===== config.mk =====
export PLATFORM = sky130hd
export DESIGN_NAME = fetch_stage
export DESIGN_NICKNAME = d
export VERILOG_FILES = /design/src/rtl/fetch_stage.sv
export SDC_FILE = /design/constraint.sdc
export NUM_CORES = 1
export LEC_CHECK = 0
export ABC_AREA = 0
export BUFFER_PORTS_ARGS = -buffer_cell sky130_fd_sc_hd__buf_2
export CORE_AREA = 4 4 145 147
export CTS_CLUSTER_SIZE = 24
export DETAILED_ROUTE_END_ITERATION = 12
export DIE_AREA = 0 0 149 151
export PLACE_DENSITY_LB_ADDON = 0.1
export SYNTH_ARGS = -nofsm -noshare
export SYNTH_HDL_FRONTEND = slang
export SYNTH_SLANG_ARGS = --single-unit

===== constraint.sdc =====
create_clock -name clk -period 5.4 [get_ports clk]
set_input_delay 1.08 -clock clk [delete_from_list [all_inputs] [get_ports clk]]
set_output_delay 1.08 -clock clk [all_outputs]
set_load 0.01 [all_outputs]

===== src/rtl/fetch_stage.sv =====
// IF stage and IF/ID pipeline register: owns the PC, issues instruction-memory
// reads, buffers a returned instruction while the pipeline is stalled, and
// discards a read that is still in flight when EX redirects the fetch.
module fetch_stage #(
    parameter logic [31:0] RESET_PC  = 32'h0000_0060,
    parameter logic [31:0] NOP_INSTR = 32'h0000_0013
) (
    input  logic        clk,
    input  logic        rst,
    input  logic        hz_stall,
    input  logic        pipe_stall,
    input  logic        flush,
    input  logic [31:0] flush_target,
    output logic        imem_read,
    output logic [31:0] imem_address,
    input  logic        imem_resp,
    input  logic [31:0] imem_rdata,
    output logic [31:0] if_id_pc,
    output logic [31:0] if_id_instr,
    output logic        if_id_valid
);

    typedef enum logic [1:0] {
        FETCH = 2'd0,
        HOLD  = 2'd1,
        DROP  = 2'd2
    } state_t;

    state_t      state_q;
    logic [31:0] pc_q;
    logic [31:0] stale_pc_q;
    logic [31:0] buf_pc_q;
    logic [31:0] buf_instr_q;
    logic [31:0] if_id_pc_q;
    logic [31:0] if_id_instr_q;
    logic        if_id_valid_q;
    logic        read_q;

    logic        advance;
    logic        resp;
    logic [31:0] pc_plus4;
    logic [31:0] target_aligned;

    assign advance        = !hz_stall && !pipe_stall;
    // A response only counts while a request is actually being presented.
    assign resp           = imem_resp && read_q;
    assign pc_plus4       = pc_q + 32'd4;
    assign target_aligned = flush_target & ~32'h3;

    // While draining a stale read the address must stay on the old PC.
    assign imem_address = (state_q == DROP) ? stale_pc_q : pc_q;
    assign imem_read    = read_q;
    assign if_id_pc     = if_id_pc_q;
    assign if_id_instr  = if_id_instr_q;
    assign if_id_valid  = if_id_valid_q;

    // Fetch FSM, PC, stall buffer and IF/ID register.
    always_ff @(posedge clk) begin
        if (!rst) begin
            state_q       <= FETCH;
            pc_q          <= RESET_PC;
            stale_pc_q    <= '0;
            buf_pc_q      <= '0;
            buf_instr_q   <= '0;
            if_id_pc_q    <= '0;
            if_id_instr_q <= NOP_INSTR;
            if_id_valid_q <= 1'b0;
            read_q        <= 1'b0;
        end else begin
            // Request is asserted in every state except HOLD; HOLD paths override.
            read_q <= 1'b1;
            if (flush) begin
                if_id_pc_q    <= '0;
                if_id_instr_q <= NOP_INSTR;
                if_id_valid_q <= 1'b0;
                pc_q          <= target_aligned;
                case (state_q)
                    FETCH: begin
                        // Only a request actually on the bus needs draining.
                        if (read_q && !resp) begin
                            stale_pc_q <= pc_q;
                            state_q    <= DROP;
                        end
                    end
                    HOLD:    state_q <= FETCH;
                    DROP:    if (resp) state_q <= FETCH;
                    default: state_q <= FETCH;
                endcase
            end else begin
                case (state_q)
                    FETCH: begin
                        if (resp) begin
                            if (advance) begin
                                if_id_pc_q    <= pc_q;
                                if_id_instr_q <= imem_rdata;
                                if_id_valid_q <= 1'b1;
                                pc_q          <= pc_plus4;
                            end else begin
                                buf_pc_q    <= pc_q;
                                buf_instr_q <= imem_rdata;
                                state_q     <= HOLD;
                                read_q      <= 1'b0;
                            end
                        end else if (advance) begin
                            if_id_pc_q    <= pc_q;
                            if_id_instr_q <= NOP_INSTR;
                            if_id_valid_q <= 1'b0;
                        end
                    end
                    HOLD: begin
                        if (advance) begin
                            if_id_pc_q    <= buf_pc_q;
                            if_id_instr_q <= buf_instr_q;
                            if_id_valid_q <= 1'b1;
                            pc_q          <= pc_plus4;
                            state_q       <= FETCH;
                        end else begin
                            read_q <= 1'b0;
                        end
                    end
                    DROP: begin
                        if (resp) state_q <= FETCH;
                        if (advance) begin
                            if_id_pc_q    <= pc_q;
                            if_id_instr_q <= NOP_INSTR;
                            if_id_valid_q <= 1'b0;
                        end
                    end
                    default: state_q <= FETCH;
                endcase
            end
        end
    end

endmodule

==> flow_metrics.tcl, run 1 <==
set metrics [dict create \
    slew_headroom 0.328 \
    globalRouteOverflowTotal 0 \
    avgSynthCellArea_um2 8.09 \
    synth_enable_flop_cells 0 \
    worst-slew-pin-transition_ns 1.01 \
    die_width_um 149 \
    yosys_warns 0 \
    cts_setup_buffers 0 \
    grt_setup_unrepaired "no" \
    clock-sinks 188 \
    area_growth_pct 17.5 \
    crit_path_max_fo 53 \
    place.port_buffers 161 \
    startpoint_type "flop" \
    globalplace.congestion 0.778 \
    post-dp-hpwl_mm 15.7 \
    tns_ns 0 \
    clkLatencyLatePin_ns 0.44 \
    clkSlewWorstSetupHoldPaths_ns 0.07 \
    rows 52 \
    postCtsHoldBufs 0 \
    count_of_boundary_i_o_pins 168 \
    synth_ff_type "sky130_fd_sc_hd__dfxtp_1" \
    layout.cell_area.non_filler_um2 10200 \
    max-vdd-ir-drop_uv 251 \
    powerDensity_nw_per_um2 323 \
    worst_hold_path_cells 2 \
    routed_length_per_placed_instance_um 17.6 \
    fin_crit_ns 3.61 \
    detail_route.first_pass.iterations 4 \
    grt_pass1_vias 7439 \
    max_cap_violations 0 \
    p_leak_uw 0.00385 \
    syn_area_um2 8710 \
    crit_path_cell_trace "inv_1, ha_2, buf_4, mux2_2, buf_2" \
    timing.hold.worst.class "flop to flop" \
    grt_antenna_before_repair 2 \
    drive_gt1_frac 0.221 \
    detailedPlace.worstSlack_ns 1.74 \
    grt_start_max_net_pins 67 \
    floorplan.initialDensity 0.437 \
    postSynthRegisterBits 188 \
    layout_worst_path_cycle_share 0.668 \
    netlist_instances 1076 \
    synth_largest_area_cell "sky130_fd_sc_hd__dfxtp_1" \
    viasPerCell 5.54 \
    first_pass_grt_wire_length_mm 40.7 \
    post_cts_resized 0 \
    final-max-slew-violation-count 0 \
    clock.fmax_ghz 0.277 \
    arrival_ns 2.53 \
    synth.top_cells.by_area "sky130_fd_sc_hd__dfxtp_1, sky130_fd_sc_hd__nand2_1, sky130_fd_sc_hd__a21oi_1, sky130_fd_sc_hd__mux2_2, sky130_fd_sc_hd__clkbuf_1" \
    crit_path_max_incr_delay_ns 0.59 \
    worstPathRequired_ns 4.32 \
    setup-violations-final 0 \
    fp.dieArea_um2 22500 \
    final_net_count 1243 \
    synth_seq_area_share 0.432 \
    wirelength_mm 25.6 \
    track_usage 0.225 \
    run_status "complete, no violations" \
    critPathLaunch "state_q[0]$_SDFFE_PN0P_" \
    finalHoldViolations 0 \
    drc 0 \
    share_of_the_synthesized_area_in_the_top_cell_type 0.432 \
    initial_drc_count 415 \
    detail-route-antenna-nets 0 \
    dpl-instance-area_um2 9590 \
    layout_setup_ws_ns 1.79 \
    dr_total_vias 8039 \
    critical_path.reg2reg.startpoint "state_q[1]$_SDFFE_PN0P_" \
    rr_worst_depth 7 \
    die_height_um 151 \
    max-clock-path-buffers 2 \
    hold_start "stale_pc_q[12]$_SDFFE_PN0P_" \
    synth_async_sr_flop_share 0 \
    number_of_buffers_inserted_during_clock_tree_synthesis 17 \
    critPathSlowestCell "sky130_fd_sc_hd__buf_4" \
    crit_path_end_kind "primary output" \
    clock_tree_root "sky130_fd_sc_hd__clkbuf_16" \
    finClkSkew_ns 0.0108 \
    path_class "flop to primary output" \
    tritoncts_clock_tree "done" \
    number_of_inserted_diodes 0 \
    netlist-cell-type-count 57 \
    core_area_um2 19900 \
    h_tree_level_count 4 \
]
## worst max-delay path: cells and delay by family, from the launching register on
| kind | cells | cell delay, ns |
|---|---|---|
| adders and majority gates | 1 | 0.43 |
| buffers and inverters | 3 | 0.84 |
| DFF | 1 | 0.37 |
| muxes | 1 | 0.42 |
## path summary, 6_finish.rpt
path,endpoint,slack (ns)
max reg2reg,buf_instr_q[9]$_SDFFE_PN0P_,2.21
min,stale_pc_q[12]$_SDFFE_PN0P_,0.45
min reg2reg,stale_pc_q[12]$_SDFFE_PN0P_,0.45
max,imem_address[19],1.79
## cells in the mapped netlist (3+ instances only)
| cell type | count |
|---|---|
| sky130_fd_sc_hd__nand2_1 | 239 |
| sky130_fd_sc_hd__buf_1 | 3 |
| sky130_fd_sc_hd__and4_1 | 4 |
| sky130_fd_sc_hd__a31oi_1 | 5 |
| sky130_fd_sc_hd__dfxtp_1 | 188 |
| sky130_fd_sc_hd__a211oi_1 | 3 |
| sky130_fd_sc_hd__a22o_1 | 29 |
| sky130_fd_sc_hd__mux2_2 | 28 |
| sky130_fd_sc_hd__a21oi_1 | 140 |
| sky130_fd_sc_hd__a311oi_1 | 30 |
| sky130_fd_sc_hd__mux2i_1 | 5 |
| sky130_fd_sc_hd__clkbuf_1 | 83 |
| sky130_fd_sc_hd__o21ai_1 | 5 |
| sky130_fd_sc_hd__nand4_1 | 16 |
| sky130_fd_sc_hd__o21ai_0 | 59 |
| sky130_fd_sc_hd__nand3_1 | 16 |
| sky130_fd_sc_hd__a22oi_1 | 33 |
| sky130_fd_sc_hd__a221oi_1 | 30 |
| sky130_fd_sc_hd__buf_4 | 5 |
| sky130_fd_sc_hd__ha_1 | 6 |
| sky130_fd_sc_hd__xor2_1 | 21 |
| sky130_fd_sc_hd__and3_1 | 6 |
| sky130_fd_sc_hd__nor2_1 | 51 |
| sky130_fd_sc_hd__inv_1 | 8 |
| sky130_fd_sc_hd__buf_2 | 16 |
| sky130_fd_sc_hd__xnor2_1 | 5 |
| sky130_fd_sc_hd__and2_1 | 6 |
## layout by cell type (no fill, tap or decap), drive strengths merged, types with 20 or more instances in the layout
master | synthesis | layout
nand2 | 240 | 240
dfxtp | 188 | 188
buf | 24 | 178
a21oi | 142 | 142
o21ai | 64 | 64
nor2 | 52 | 52
a22oi | 33 | 33
a311oi | 30 | 30
a221oi | 30 | 30
a22o | 29 | 29
mux2 | 28 | 28
xor2 | 21 | 21
clkbuf | 85 | 20
## routing by layer
metal  GRT usage  vias to the layer above  routed length (um)  share of wire
met5           0                        -                  21        0.00082
met4      0.0545                        4                 357          0.014
met3      0.0598                       28                1750          0.068
met2       0.371                      215               12100           0.47
met1       0.297                     3791               11400           0.44
li1            -                     4001                   -              -
## state kept, by name, indices dropped and copies added, names as in the netlist, named ones only
register and cells:
imem_read 1, if_id_pc 30, buf_instr_q 32, buf_pc_q 30, pc_q 30, stale_pc_q 30, if_id_instr 32, state_q 2
## metrics by stage
step | hold slack [ns] | total power [uW] | std cells | util
3_3_place_gp | 0.438 | 1960 | 1418 | 0.482
2_1_floorplan | 0.433 | 1810 | 1079 | -
6_report | 0.453 | 3300 | 1450 | 0.514
4_1_cts | 0.454 | 3340 | 1450 | 0.514
5_1_grt | 0.466 | 3450 | 1450 | 0.514
3_5_place_dp | 0.443 | 1970 | 1418 | 0.482
## logic make-up (layout without fill, tap and decap cells)
family          count (synthesis)  in the layout  synth area share
compound gates                347            347             0.256
xor+xnor                       26             26            0.0261
fa+ha+maj                       6              6           0.00862
buf+inv                       118            219            0.0556
flops                         188            188             0.432
mux                            33             33            0.0419
other cells                     1              4          0.000431
simple gates                  357            357             0.179
## where the power goes
| group | switching (uW) | leakage [uW] | internal [uW] |
|---|---|---|---|
| clock network | 564 | 0.000310 | 807 |
| registers | 61.2 | 0.00153 | 1440 |
| logic | 270 | 0.00201 | 158 |
## layout make-up
type                            count  area (um^2)
Tap cell                          270          338
Clock buffer                       20          457
Clock inverter                     12          185
Sequential cell                   188         3760
Fill cell                        1990         9680
Multi-Input combinational cell    773         4510
Timing Repair Buffer              178          946
Inverter                            9         35.0
Note: power is estimated with default switching activity, not from simulation.
==> run 2: changes to the inputs <==
- clock period: 5.4 -> 3.08 ns (I/O delays scaled with it)
==> run 2 against run 1 <==
Net effect: sequential cell count did not move; die area did not move; via count fell by 0.27%; utilization rose by 0.80 points; critical path type unchanged; largest power group unchanged.
==> flow_metrics.tcl, run 2 (synthesis gave the netlist of run 1 again) <==
set metrics [dict create \
    run_status "complete, no violations" \
    post_cts_resized 0 \
    total_switching_power_uw 1610 \
    grt_pass1_vias 7318 \
    crit_path_max_fo 20 \
    final_cell_mix "sky130_fd_sc_hd__nand2_1, sky130_fd_sc_hd__dfxtp_1, sky130_fd_sc_hd__buf_2, sky130_fd_sc_hd__a21oi_1, sky130_fd_sc_hd__o21ai_0" \
    rows 52 \
    core_area_um2 19900 \
    max_cap_violations 0 \
    floorplan.initialDensity 0.437 \
    count_of_boundary_i_o_pins 168 \
    post-dp-hpwl_mm 16.2 \
    fillCellCount 2042 \
    clock-sinks 188 \
    drive_gt1_frac 0.233 \
    wirelength_mm 25.5 \
    h_tree_level_count 4 \
    grt_start_max_net_pins 103 \
    fin_util 0.522 \
    initial_drc_count 434 \
    power_report.internal_total_uw 4210 \
    tritoncts_clock_tree "done" \
    clock_tree_root "sky130_fd_sc_hd__clkbuf_16" \
    final_common_cell "sky130_fd_sc_hd__nand2_1" \
    finalHoldViolations 0 \
    p_leak_uw 0.00394 \
    first_pass_grt_wire_length_mm 40.1 \
    slew_headroom 0.541 \
    final-max-slew-violation-count 0 \
    netSwitchingFraction 0.276 \
    clock.fmax_ghz 0.351 \
    sequential_cell_area_um2 3760 \
    area_growth_pct 19.3 \
    clkLatencyLatePin_ns 0.43 \
    fp.dieArea_um2 22500 \
    timing.hold.worst.class "input port to flop" \
    globalplace.congestion 0.770 \
    worst-slew-pin-transition_ns 0.688 \
    layout_worst_path_cycle_share 0.925 \
    postCtsHoldBufs 0 \
    place.port_buffers 161 \
    tns_ns 0 \
    arrival_ns 2.23 \
    final_net_count 1260 \
    startpoint_type "flop" \
    die_width_um 149 \
    power.combinational.fraction 0.134 \
    dr_total_vias 8017 \
    drc 0 \
    fin_crit_ns 2.85 \
    number_of_buffers_inserted_during_clock_tree_synthesis 17 \
    path_class "flop to primary output" \
    max-vdd-ir-drop_uv 395 \
    routed_length_per_placed_instance_um 17.4 \
    setup-violations-final 0 \
    globalRouteOverflowTotal 0 \
    worstPathRequired_ns 2.46 \
    die_height_um 151 \
    grt_antenna_before_repair 2 \
    max-clock-path-buffers 2 \
    crit_path_end_kind "primary output" \
    grt_setup_unrepaired "no" \
    detail-route-antenna-nets 0 \
    finClkSkew_ns 0.00858 \
    cts_setup_buffers 0 \
    detail_route.first_pass.iterations 6 \
    viasPerCell 5.46 \
    powerDensity_nw_per_um2 560 \
    clock_power_share 0.413 \
    seqPwrFrac 0.453 \
    track_usage 0.223 \
    clkSlewWorstSetupHoldPaths_ns 0.07 \
    multi_input_gate_area_um2 4500 \
]
-- run 2: changes by cell type in the layout (fill, tap and decap cells not counted) --
cell,before,now
sky130_fd_sc_hd__nor2_4,1,0
sky130_fd_sc_hd__buf_12,1,4
sky130_fd_sc_hd__clkbuf_1,1,0
sky130_fd_sc_hd__inv_6,1,2
sky130_fd_sc_hd__diode_2,0,1
sky130_fd_sc_hd__clkbuf_8,2,0
sky130_fd_sc_hd__nor2_2,3,4
sky130_fd_sc_hd__clkinvlp_4,2,3
sky130_fd_sc_hd__inv_8,2,3
sky130_fd_sc_hd__buf_4,16,30
-- run 2: cell type report --
type                    count  share of cell area
inverters                   9             0.00337
repair buffers            195               0.107
flip-flops and latches    188               0.362
multi-input cells         773               0.433
clock buffers              17              0.0409
diodes                      1            0.000241
well taps                 270              0.0325
clock inverters            15              0.0205
-- run 2: worst paths after layout --
| kind | startpoint | cells after the start | slack, ns | end |
|---|---|---|---|---|
| worst max-delay path | state_q[0]$_SDFFE_PN0P_ | 5 | 0.23 | imem_address[18] |
| worst min-delay path | imem_rdata[21] | 3 | 0.43 | buf_instr_q[21]$_SDFFE_PN0P_ |
| worst max register to register | state_q[0]$_SDFFE_PN0P_ | 8 | 0.68 | pc_q[20]$_SDFFE_PN0P_ |
| worst min register to register | stale_pc_q[23]$_SDFFE_PN0P_ | 2 | 0.45 | stale_pc_q[23]$_SDFFE_PN0P_ |
-- run 2: per-layer routing --
layer	routed length (um)	up-vias	global-route usage
met5	13	-	0
li1	-	4025	-
met1	11600	3761	0.295
met3	1570	19	0.0521
met4	225	2	0.0581
met2	12100	210	0.368
-- run 2: critical path, cell delays in order (launching register included) --
cell	delay [ns]
sky130_fd_sc_hd__dfxtp_1	0.37
sky130_fd_sc_hd__inv_1	0.11
sky130_fd_sc_hd__ha_2	0.51
sky130_fd_sc_hd__buf_4	0.29
sky130_fd_sc_hd__mux2_2	0.37
sky130_fd_sc_hd__buf_2	0.15
-- run 2: per-stage QoR --
| step | instances | worst slack [ns] | hold WS [ns] | power [uW] | instance area, um^2 |
|---|---|---|---|---|---|
| after floorplan | 1079 | 0.826 | 0.433 | 3170 | 8720 |
| after global placement | 1435 | 0.617 | 0.438 | 3470 | 9750 |
| after detailed placement | 1435 | 0.597 | 0.445 | 3470 | 9750 |
| after CTS | 1467 | 0.217 | 0.415 | 5860 | 10400 |
| after global routing | 1468 | 0.123 | 0.411 | 6060 | 10400 |
| final | 1468 | 0.232 | 0.429 | 5820 | 10400 |
-- run 2: power by group through the flow --
stage                     logic (uW)  clock network, uW  registers [uW]
after floorplan                  501                  0            2670
after global placement           779                  0            2690
after detailed placement         782                  0            2690
after CTS                        786               2440            2640
after global routing             864               2540            2650
final                            778               2400            2640
